[src/rtl/decompose_hint_mem.sv]
// Multi-polynomial hint/z bit buffer with swept zeroize and running popcounts.
// Optional write-through read bypass: define DECOMPOSE_HINT_MEM_RDBYPASS_EN.

// Saturating accumulator used for each per-poly counter and for the total.
module hint_sat_cnt #(
    parameter int W     = 9,
    parameter int INC_W = 3
) (
    input  logic             clk,
    input  logic             reset,
    input  logic             clr,
    input  logic             add_en,
    input  logic [INC_W-1:0] add,
    output logic [W-1:0]     cnt
);
    logic [W-1:0] base;
    logic [W:0]   sum;
    logic [W-1:0] nxt;

    always_comb begin
        base = clr ? '0 : cnt;
        sum  = {1'b0, base} + (add_en ? (W+1)'(add) : '0);
        nxt  = sum[W] ? '1 : sum[W-1:0];
    end

    always_ff @(posedge clk) begin
        if (reset)
            cnt <= '0;
        else if (clr || add_en)
            cnt <= nxt;
    end
endmodule

module decompose_hint_mem #(
    parameter int NUM_POLY      = 8,
    parameter int ADDR_PER_POLY = 64,
    parameter int DATA_WIDTH    = 4,
    parameter int OMEGA         = 75,
    localparam int ADDR_WIDTH   = $clog2(NUM_POLY*ADDR_PER_POLY),
    localparam int PSEL_W       = $clog2(NUM_POLY),
    localparam int PCNT_W       = $clog2(ADDR_PER_POLY*DATA_WIDTH+1),
    localparam int TCNT_W       = $clog2(NUM_POLY*ADDR_PER_POLY*DATA_WIDTH+1)
) (
    input  logic                  clk,
    input  logic                  reset,
    input  logic                  zeroize,
    input  logic                  wr_en,
    input  logic [ADDR_WIDTH-1:0] wr_addr,
    input  logic [DATA_WIDTH-1:0] wr_data,
    input  logic                  rd_en,
    input  logic [ADDR_WIDTH-1:0] rd_addr,
    output logic [DATA_WIDTH-1:0] rd_data,
    input  logic                  cnt_clr,
    input  logic [PSEL_W-1:0]     cnt_poly_sel,
    output logic [PCNT_W-1:0]     poly_cnt,
    output logic [TCNT_W-1:0]     total_cnt,
    output logic                  omega_exceeded,
    output logic                  busy
);
    localparam int MEM_DEPTH = NUM_POLY*ADDR_PER_POLY;
    localparam int POFF_W    = $clog2(ADDR_PER_POLY);
    localparam int PIDX_W    = ADDR_WIDTH - POFF_W;
    localparam int POP_W     = $clog2(DATA_WIDTH+1);

    localparam logic [0:0] S_IDLE  = 1'b0;
    localparam logic [0:0] S_SWEEP = 1'b1;

    logic [0:0]            state;
    logic [ADDR_WIDTH-1:0] sweep_addr;
    logic                  restart;
    logic                  wr_in_range, rd_in_range, sw_in_range;
    logic                  wr_ok, byp;

    assign restart = reset | zeroize;
    assign busy    = (state == S_SWEEP);

    always_ff @(posedge clk) begin
        if (restart) begin
            state      <= S_SWEEP;
            sweep_addr <= '0;
        end else if (state == S_SWEEP) begin
            sweep_addr <= sweep_addr + ADDR_WIDTH'(1);
            if (sweep_addr == '1)
                state <= S_IDLE;
        end
    end

    // Addresses past the last poly exist only when NUM_POLY is not a power of two.
    if (MEM_DEPTH == 2**ADDR_WIDTH) begin : g_pow2
        assign wr_in_range = 1'b1;
        assign rd_in_range = 1'b1;
        assign sw_in_range = 1'b1;
    end else begin : g_npow2
        localparam logic [ADDR_WIDTH-1:0] LAST = ADDR_WIDTH'(MEM_DEPTH-1);
        assign wr_in_range = (wr_addr <= LAST);
        assign rd_in_range = (rd_addr <= LAST);
        assign sw_in_range = (sweep_addr <= LAST);
    end

    assign wr_ok = wr_en && !busy && !restart && wr_in_range;

    // Single write port shared by the sweep and the decompose writer.
    logic [DATA_WIDTH-1:0] mem [MEM_DEPTH];
    logic                  mem_we;
    logic [ADDR_WIDTH-1:0] mem_waddr;
    logic [DATA_WIDTH-1:0] mem_wdata;

    always_comb begin
        mem_we    = wr_ok;
        mem_waddr = wr_addr;
        mem_wdata = wr_data;
        if (busy) begin
            mem_we    = !restart && sw_in_range;
            mem_waddr = sweep_addr;
            mem_wdata = '0;
        end
    end

    always_ff @(posedge clk) begin
        if (mem_we)
            mem[mem_waddr] <= mem_wdata;
    end

`ifdef DECOMPOSE_HINT_MEM_RDBYPASS_EN
    assign byp = wr_ok && (wr_addr == rd_addr);
`else
    assign byp = 1'b0;
`endif

    always_ff @(posedge clk) begin
        if (restart)
            rd_data <= '0;
        else if (rd_en) begin
            if (busy || !rd_in_range)
                rd_data <= '0;
            else if (byp)
                rd_data <= wr_data;
            else
                rd_data <= mem[rd_addr];
        end
    end

    // Popcount counters: track ones written, not current contents.
    logic [PIDX_W-1:0]                wr_poly;
    logic [POP_W-1:0]                 wr_pop;
    logic [NUM_POLY-1:0]              poly_add;
    logic [NUM_POLY-1:0][PCNT_W-1:0]  poly_cnt_q;
    logic                             clr_ok;

    assign wr_poly = wr_addr[ADDR_WIDTH-1:POFF_W];
    assign clr_ok  = cnt_clr && !busy;

    always_comb begin
        wr_pop = '0;
        for (int i = 0; i < DATA_WIDTH; i++)
            wr_pop = wr_pop + POP_W'(wr_data[i]);
    end

    for (genvar g = 0; g < NUM_POLY; g++) begin : g_poly
        assign poly_add[g] = wr_ok && (wr_poly == PIDX_W'(g));
        hint_sat_cnt #(.W(PCNT_W), .INC_W(POP_W)) u_cnt (
            .clk    (clk),
            .reset  (restart),
            .clr    (clr_ok),
            .add_en (poly_add[g]),
            .add    (wr_pop),
            .cnt    (poly_cnt_q[g])
        );
    end

    hint_sat_cnt #(.W(TCNT_W), .INC_W(POP_W)) u_total (
        .clk    (clk),
        .reset  (restart),
        .clr    (clr_ok),
        .add_en (wr_ok),
        .add    (wr_pop),
        .cnt    (total_cnt)
    );

    if (NUM_POLY == 2**PSEL_W) begin : g_sel_pow2
        assign poly_cnt = poly_cnt_q[cnt_poly_sel];
    end else begin : g_sel_npow2
        assign poly_cnt = (cnt_poly_sel <= PSEL_W'(NUM_POLY-1)) ? poly_cnt_q[cnt_poly_sel] : '0;
    end

    assign omega_exceeded = (total_cnt > TCNT_W'(OMEGA));
endmodule

[config.mk]
export PLATFORM = sky130hd
export DESIGN_NAME = decompose_hint_mem
export DESIGN_NICKNAME = d
export VERILOG_FILES = /design/src/rtl/decompose_hint_mem.sv
export SDC_FILE = /design/constraint.sdc
export NUM_CORES = 2
export LEC_CHECK = 0
export CAP_MARGIN = 20
export CORE_ASPECT_RATIO = 2
export CORE_UTILIZATION = 50
export DETAILED_ROUTE_END_ITERATION = 10
export DONT_BUFFER_PORTS = 1
export PLACE_DENSITY_LB_ADDON = 0.2
export SKIP_LAST_GASP = 1
export SYNTH_ARGS = -nofsm -noshare
export SYNTH_HDL_FRONTEND = slang
export SYNTH_SLANG_ARGS = --single-unit
[constraint.sdc]
create_clock -name clk -period 21.9 [get_ports clk]
set_input_delay 0 -clock clk [delete_from_list [all_inputs] [get_ports clk]]
set_output_delay 0 -clock clk [all_outputs]
set_load 0.1 [all_outputs]
=== Word level (Yosys, flattened, before mapping) ===
Memory sizes are Yosys's and may differ from the RTL's.
Index checks and enable logic that the tools add are counted.

* Flip-flop bits (word level): 98
* Bits of input ports: 31
* Memory bits (writable): 2048
* Word-level logic and storage cells: 97
* Output and inout bits: 27
* Memories: 1

{| class="wikitable"
|+ Memory list
! name !! depth !! width !! rd ports !! clocked after Yosys merged registers in !! wr ports !! RTL line !! RTL
|-
| mem || 512 || 4 || 1 || 0 || 1 || 103 || <nowiki>logic [DATA_WIDTH-1:0] mem [MEM_DEPTH];</nowiki>
|}

* Add/sub/neg operators: 13
* Reductions and logical operators: 23
* Eq/ne operators: 8
* Multiplexer cells: 37
* Order comparisons: 2
* Bitwise gates (word level): 1

{| class="wikitable"
|+ Operators by type and width
! operator !! number
|-
| 2-to-1 mux 9 bit || 18
|-
| adder 9 x 10 -> 10 bit || 8
|-
| binary-select mux 9 bit (select 3 bit) || 1
|-
| 2-to-1 mux 3 bit || 9
|-
| 2-to-1 mux 12 bit || 2
|-
| adder 12 x 13 -> 13 bit || 1
|-
| equality test 3 bit (second input constant) || 4
|-
| greater-than comparator 12 x 7 -> 1 bit (second input constant) || 1
|-
| logical AND 1 bit || 11
|-
| adder 9 x 1 -> 9 bit (second input constant) || 1
|-
| equality test 9 bit (second input constant) || 1
|-
| logical OR 1 bit || 9
|-
| 2-to-1 mux 4 bit || 2
|-
| equality test 3 x 2 -> 1 bit (second input constant) || 2
|-
| 2-to-1 mux 1 bit || 5
|-
| less-than comparator 3 x 4 -> 1 bit (second input constant) || 1
|-
| adder 2 x 1 -> 3 bit || 1
|-
| adder 3 x 1 -> 3 bit || 1
|-
| equality test 3 x 1 -> 1 bit (second input constant) || 1
|-
| logical NOT 3 bit || 1
|-
| adder 1 x 1 -> 2 bit || 1
|-
| logical NOT 1 bit || 2
|-
| bitwise OR 1 bit || 1
|}

=== Longest topological paths before layout ===
* Depth in word-level cells: 7
* Depth in mapped cells: 16
* Depth with buffers taken out: 13

=== Modules after synthesis ===
A second synthesis with hierarchy kept.

* Cell total of the unflattened synthesis: 4948
* Area total of the unflattened synthesis: 88676.3 um^2

{| class="wikitable"
|+ By module, submodules not included
! module !! seq. area each (um^2) !! cells an instance !! area each (um^2) !! times used
|-
| decompose_hint_mem || 61779.3 || 4304 || 82813.2 || 1
|-
| hint_sat_cnt at g_poly[0].u_cnt ... || 180.2 || 71 || 645.6 || 8
|-
| hint_sat_cnt at u_total || 240.2 || 76 || 698.2 || 1
|}

=== Least setup slack after synthesis ===
OpenSTA, ideal clock, no wires.

* Path kind: reg2reg
* From: register state (netlist: busy)
* To: memory mem[0][0] (data pin)
* Cell stages (with the launch flop): 4
* Required time: 19211 ps
* Period minus slack after synthesis: 16331 ps
* Slack: 5569 ps
* Library setup time: 2689 ps
* Buffers on the path: 2
* Arrival time: 13642 ps
* Cell sequence: dfxtp_1 -> clkbuf_1 -> buf_1 -> nor2b_1

* Word-level cells in the longest chain between the ends: 1

{| class="wikitable"
|+ Ends and longest elaborated chain
! what !! RTL line !! RTL
|-
| start, declared || 68 || <nowiki>logic [0:0] state;</nowiki>
|-
| start signal, assigned || 79 || <nowiki>state <= S_SWEEP;</nowiki>
|-
| start signal, assigned || 84 || <nowiki>state <= S_IDLE;</nowiki>
|-
| 2-to-1 mux 4 bit || 112 || <nowiki>if (busy) begin</nowiki>
|-
| net mem_wdata[0] || 106 || <nowiki>logic [DATA_WIDTH-1:0] mem_wdata;</nowiki>
|-
| end, declared || 103 ||
|}

The timed path passes the listed nets, and every way through them passes these cells.

=== Final worst setup path ===
* From: register state (netlist: busy)
* To: register g_poly[0].u_cnt.cnt[3]

* Word-level cells in the longest chain between the ends: 7
* Elaborated cells on any way between the ends: 10
* Those cells by class: 1 x add/sub; 3 x mux; 6 x reduce/logical

{| class="wikitable"
|+ Ends and longest elaborated chain
! what !! RTL line !! RTL
|-
| logical NOT 1 bit * || 100, 151 ||
|-
| logical AND 1 bit (2 in series) || 100 || <nowiki>assign wr_ok = wr_en && !busy && !restart && wr_in_range;</nowiki>
|-
| logical AND 1 bit || 160 || <nowiki>assign poly_add[g] = wr_ok && (wr_poly == PIDX_W'(g));</nowiki>
|-
| 2-to-1 mux 3 bit || 22 || <nowiki>sum = {1'b0, base} + (add_en ? (W+1)'(add) : '0);</nowiki>
|-
| adder 9 x 10 -> 10 bit || 22 ||
|-
| 2-to-1 mux 9 bit || 23 || <nowiki>nxt = sum[W] ? '1 : sum[W-1:0];</nowiki>
|-
| end signal, assigned || 30 || <nowiki>cnt <= nxt;</nowiki>
|-
| end, declared || 14 || <nowiki>output logic [W-1:0] cnt</nowiki>
|}

Mark *: on every way between the ends. The rest lies on a longest branch, timed or not.
A chain may end at the register's enable or synchronous reset.

==> flow_summary_export.csv <==
group,metric,value,unit
layout,mostFrequentLayoutCells,"edfxtp_1 (2,048), nor2_1 (676), mux4_2 (298)",
layout,layout_commonest_cell,"edfxtp_1",
sta,period_share,0.243,
clocking,clkLatencyLatePin,0.83,ns
clocking,cts_setup_buffers,0,
setup_path,cp.required,22.61,ns
place,hpwlAfterDp,149000,um
layout,drive_gt1_frac,0.143,
detailed_routing,ant_nets,0,
clocking,clock_sinks,2146,
place,place_congestion,0.864,
synthesis,synth_flop_cell,"edfxtp_1",
synthesis,synth_largest_area_cell,"edfxtp_1",
synthesis,synthTopCellsByArea,"edfxtp_1 (69%), mux4_2 (7.5%), mux2i_1 (3.1%), mux4_1 (2.9%), nor2_1 (2.9%)",
detailed_routing,drt-met1-wl,82000,um
setup_path,path_class,"flop to flop",
detailed_routing,post-route-drc-count,0,
sta,slew_violations,0,
clocking,cts_buffers,183,
layout,stdcell_count,7498,
sta,max_slew_margin,0.104,
sta,setup_viol,0,
sta,clock_skew,0.0230,ns
layout,nets,5123,
status,status,"finished, final reports clean",
setup_path,critPathCapture,"g_poly[0].u_cnt.cnt[3]",
floorplanning,die-area,180000,um^2
detailed_routing,met2_length,133000,um
grt,grt_pass1_vias,50100,
grt,grt_pass1_wl,352000,um
clocking,ctsHoldBuffers,31,
detailed_routing,num_vias,48200,
clocking,cts_root_buffer,"clkbuf_16",
sta,worst_slack,16.58,ns
floorplanning,io-pin-count,58,
synthesis,synth_top_area_share,0.691,
setup_path,path_max_fanout,20,
detailed_routing,drt-initial-drc-count,4515,
flow_run,drv_cap,0,
floorplanning,rows,218,
floorplanning,fp.dieH,599,um
synthesis,synth_edf_count,2048,
place,dp.cells,7135,
pwr,p_leak,31.1,nW
pwr,p_per_area,82.3,nW/um^2
synthesis,synthDistinctLibCells,92,
grt,grt_usage,0.276,
clocking,clkTransAtPathRegs,0.07,ns
detailed_routing,met3_length,14200,um
clocking,cts_resized,0,
setup_path,reg2reg_slack,16.58,ns
worst_hold_path,min_path_type,"input port to flop",
synthesis,synthCells,5087,
sta,fin_crit,5.32,ns
place,port_buffers,0,
grt,overflow,0,
setup_path,r2r-end,"g_poly[0].u_cnt.cnt[3]",
setup_path,ff2ff_path_depth,12,
pwr,ir_worst_vdd,0.0591,mV
floorplanning,die_w,300,um
floorplanning,coreArea,176000,um^2
place,pre_cts_slack,16.82,ns
synthesis,syn_area,89000,um^2
setup_path,crit_start,"busy",
detailed_routing,dr.pass1.iters,6,
synthesis,synth.avg_cell_area,17.5,um^2
grt,grt_max_degree,566,
detailed_routing,routed_wl,248000,um
grt,antenna_found_initial,6,
synthesis,ys_ff_latch,2146,
floorplanning,start_util,0.504,
detailed_routing,dr.max_layer_used,"met5",
sta,hold_viol_final,0,
setup_path,startpoint_type,"flop",
layout,syn2layout_area_growth,8.32,%
clocking,cts_tree,"built",
detailed_routing,wire_per_inst,33.1,um
clocking,cts_buffer_depth,4,
synthesis,syn_nets,5159,
setup_path,r2r_start,"busy",
setup_path,crit_path_end_kind,"flop",
synthesis,yosysSeqAreaShare,0.713,
sta,tightest_slew,1.34,ns
sta,tns,0,ns
setup_path,worstPathArrival,6.03,ns
sta,max_clock_freq,0.188,GHz
synthesis,synthArstFlopShare,0,
clocking,cts.htree.levels,4,
synthesis,ys_warn_count,0,
detailed_routing,drt-vias-per-instance,6.42,
sta,rsz0062_at_grt,"no",
-- synth_stat cells (10+ instances only) --
library cell	count
buf_8	14
o21ai_0	100
mux2i_1	279
and4_1	10
edfxtp_1	2048
mux2_2	41
clkbuf_1	155
a31oi_1	30
nor3_1	63
nand2_1	134
fa_1	10
mux4_2	298
nand3_1	45
buf_12	25
nor2b_1	17
ha_1	31
and2_1	61
clkbuf_8	26
a22o_1	10
inv_1	21
a21o_1	16
nand2b_1	12
a22oi_1	42
and3_1	23
a221oi_1	12
mux4_1	99
or3_1	16
nor4_1	14
o221ai_1	68
nor2_1	678
a21oi_1	149
o221a_2	16
buf_6	34
dfxtp_1	98
buf_2	28
a211oi_1	57
o22ai_1	98
buf_4	36
nand4_1	25
-- worst max-delay path, stage by stage, from the launching register on --
cell and delay, ns:
dfxtp_2 0.47, buf_4 0.35, nor4b_2 1.01, nand2_1 0.46, nor3_2 0.49, and2_1 0.25
ha_1 0.24, a21o_1 0.15, a21oi_1 0.24, a22oi_1 0.13, dlygate4sd3_1 0.57, o221a_2 0.26
dlygate4sd3_1 0.56
-- cells by family (layout without fill, tap and decap cells) --
group / count (synthesis) / after routing / share of synthesized area
flops: 2146 / 2146 / 0.713
simple gates: 1138 / 1138 / 0.0570
mux: 717 / 717 / 0.141
compound gates: 677 / 677 / 0.0515
buf+inv: 355 / 454 / 0.0293
fa+ha+maj: 41 / 41 / 0.00661
xor+xnor: 13 / 13 / 0.00128
other cells: 0 / 2 / 0
-- flip-flops by register name (all words and copies together) (netlist names) --
| register | flops |
|---|---|
| rd_data | 4 |
| g_poly.u_cnt.cnt | 72 |
| mem | 2048 |
| sweep_addr | 9 |
| busy | 1 |
| u_total.cnt | 12 |
-- layer usage --
layer,global-route usage,up-vias
li1,-,20400
met1,0.299,25100
met2,0.501,2002
met3,0.0330,645
met4,0.187,2
met5,0,-
-- through the flow --
step	util	total power [mW]	hold slack, ns	instance area (um^2)
3_3_place_gp	0.511	4.76	0.237	90100
4_1_cts	0.545	7.92	0.0135	96200
5_1_grt	0.546	8.10	0.0769	96400
2_1_floorplan	-	4.74	0.183	89000
6_report	0.546	7.94	0.0569	96400
3_5_place_dp	0.511	4.76	0.258	90100
-- worst min path at each step --
stage          cells after the start        endpoint        from  slack, ns
2_1_floorplan                      2      rd_data[1]  rd_addr[8]       0.18
3_3_place_gp                       2      rd_data[1]  rd_addr[8]       0.24
3_5_place_dp                       2      rd_data[1]  rd_addr[8]       0.26
4_1_cts                            4  u_total.cnt[7]       wr_en       0.01
5_1_grt                            4  u_total.cnt[7]       wr_en       0.08
6_report                           4  u_total.cnt[7]       wr_en       0.06
-- area by class of cell --
class                   instances  area (um^2)
fillers                     13700        80100
clock buffers                 226         4880
repair buffers                112         1150
clock inverters                94          843
multi-input cells            2586        23100
diodes                          2         5.00
inverters                      22         86.3
flip-flops and latches       2146        63500
well taps                    2310         2890
-- report_power, final --
part	internal [mW]	leakage (nW)	switching (mW)
sequential	4.42	19.8	0.000392
clock	1.75	2.78	1.47
combinational	0.118	8.56	0.184
total	6.29	31.1	1.65
Power figures use the tool's default switching activity.
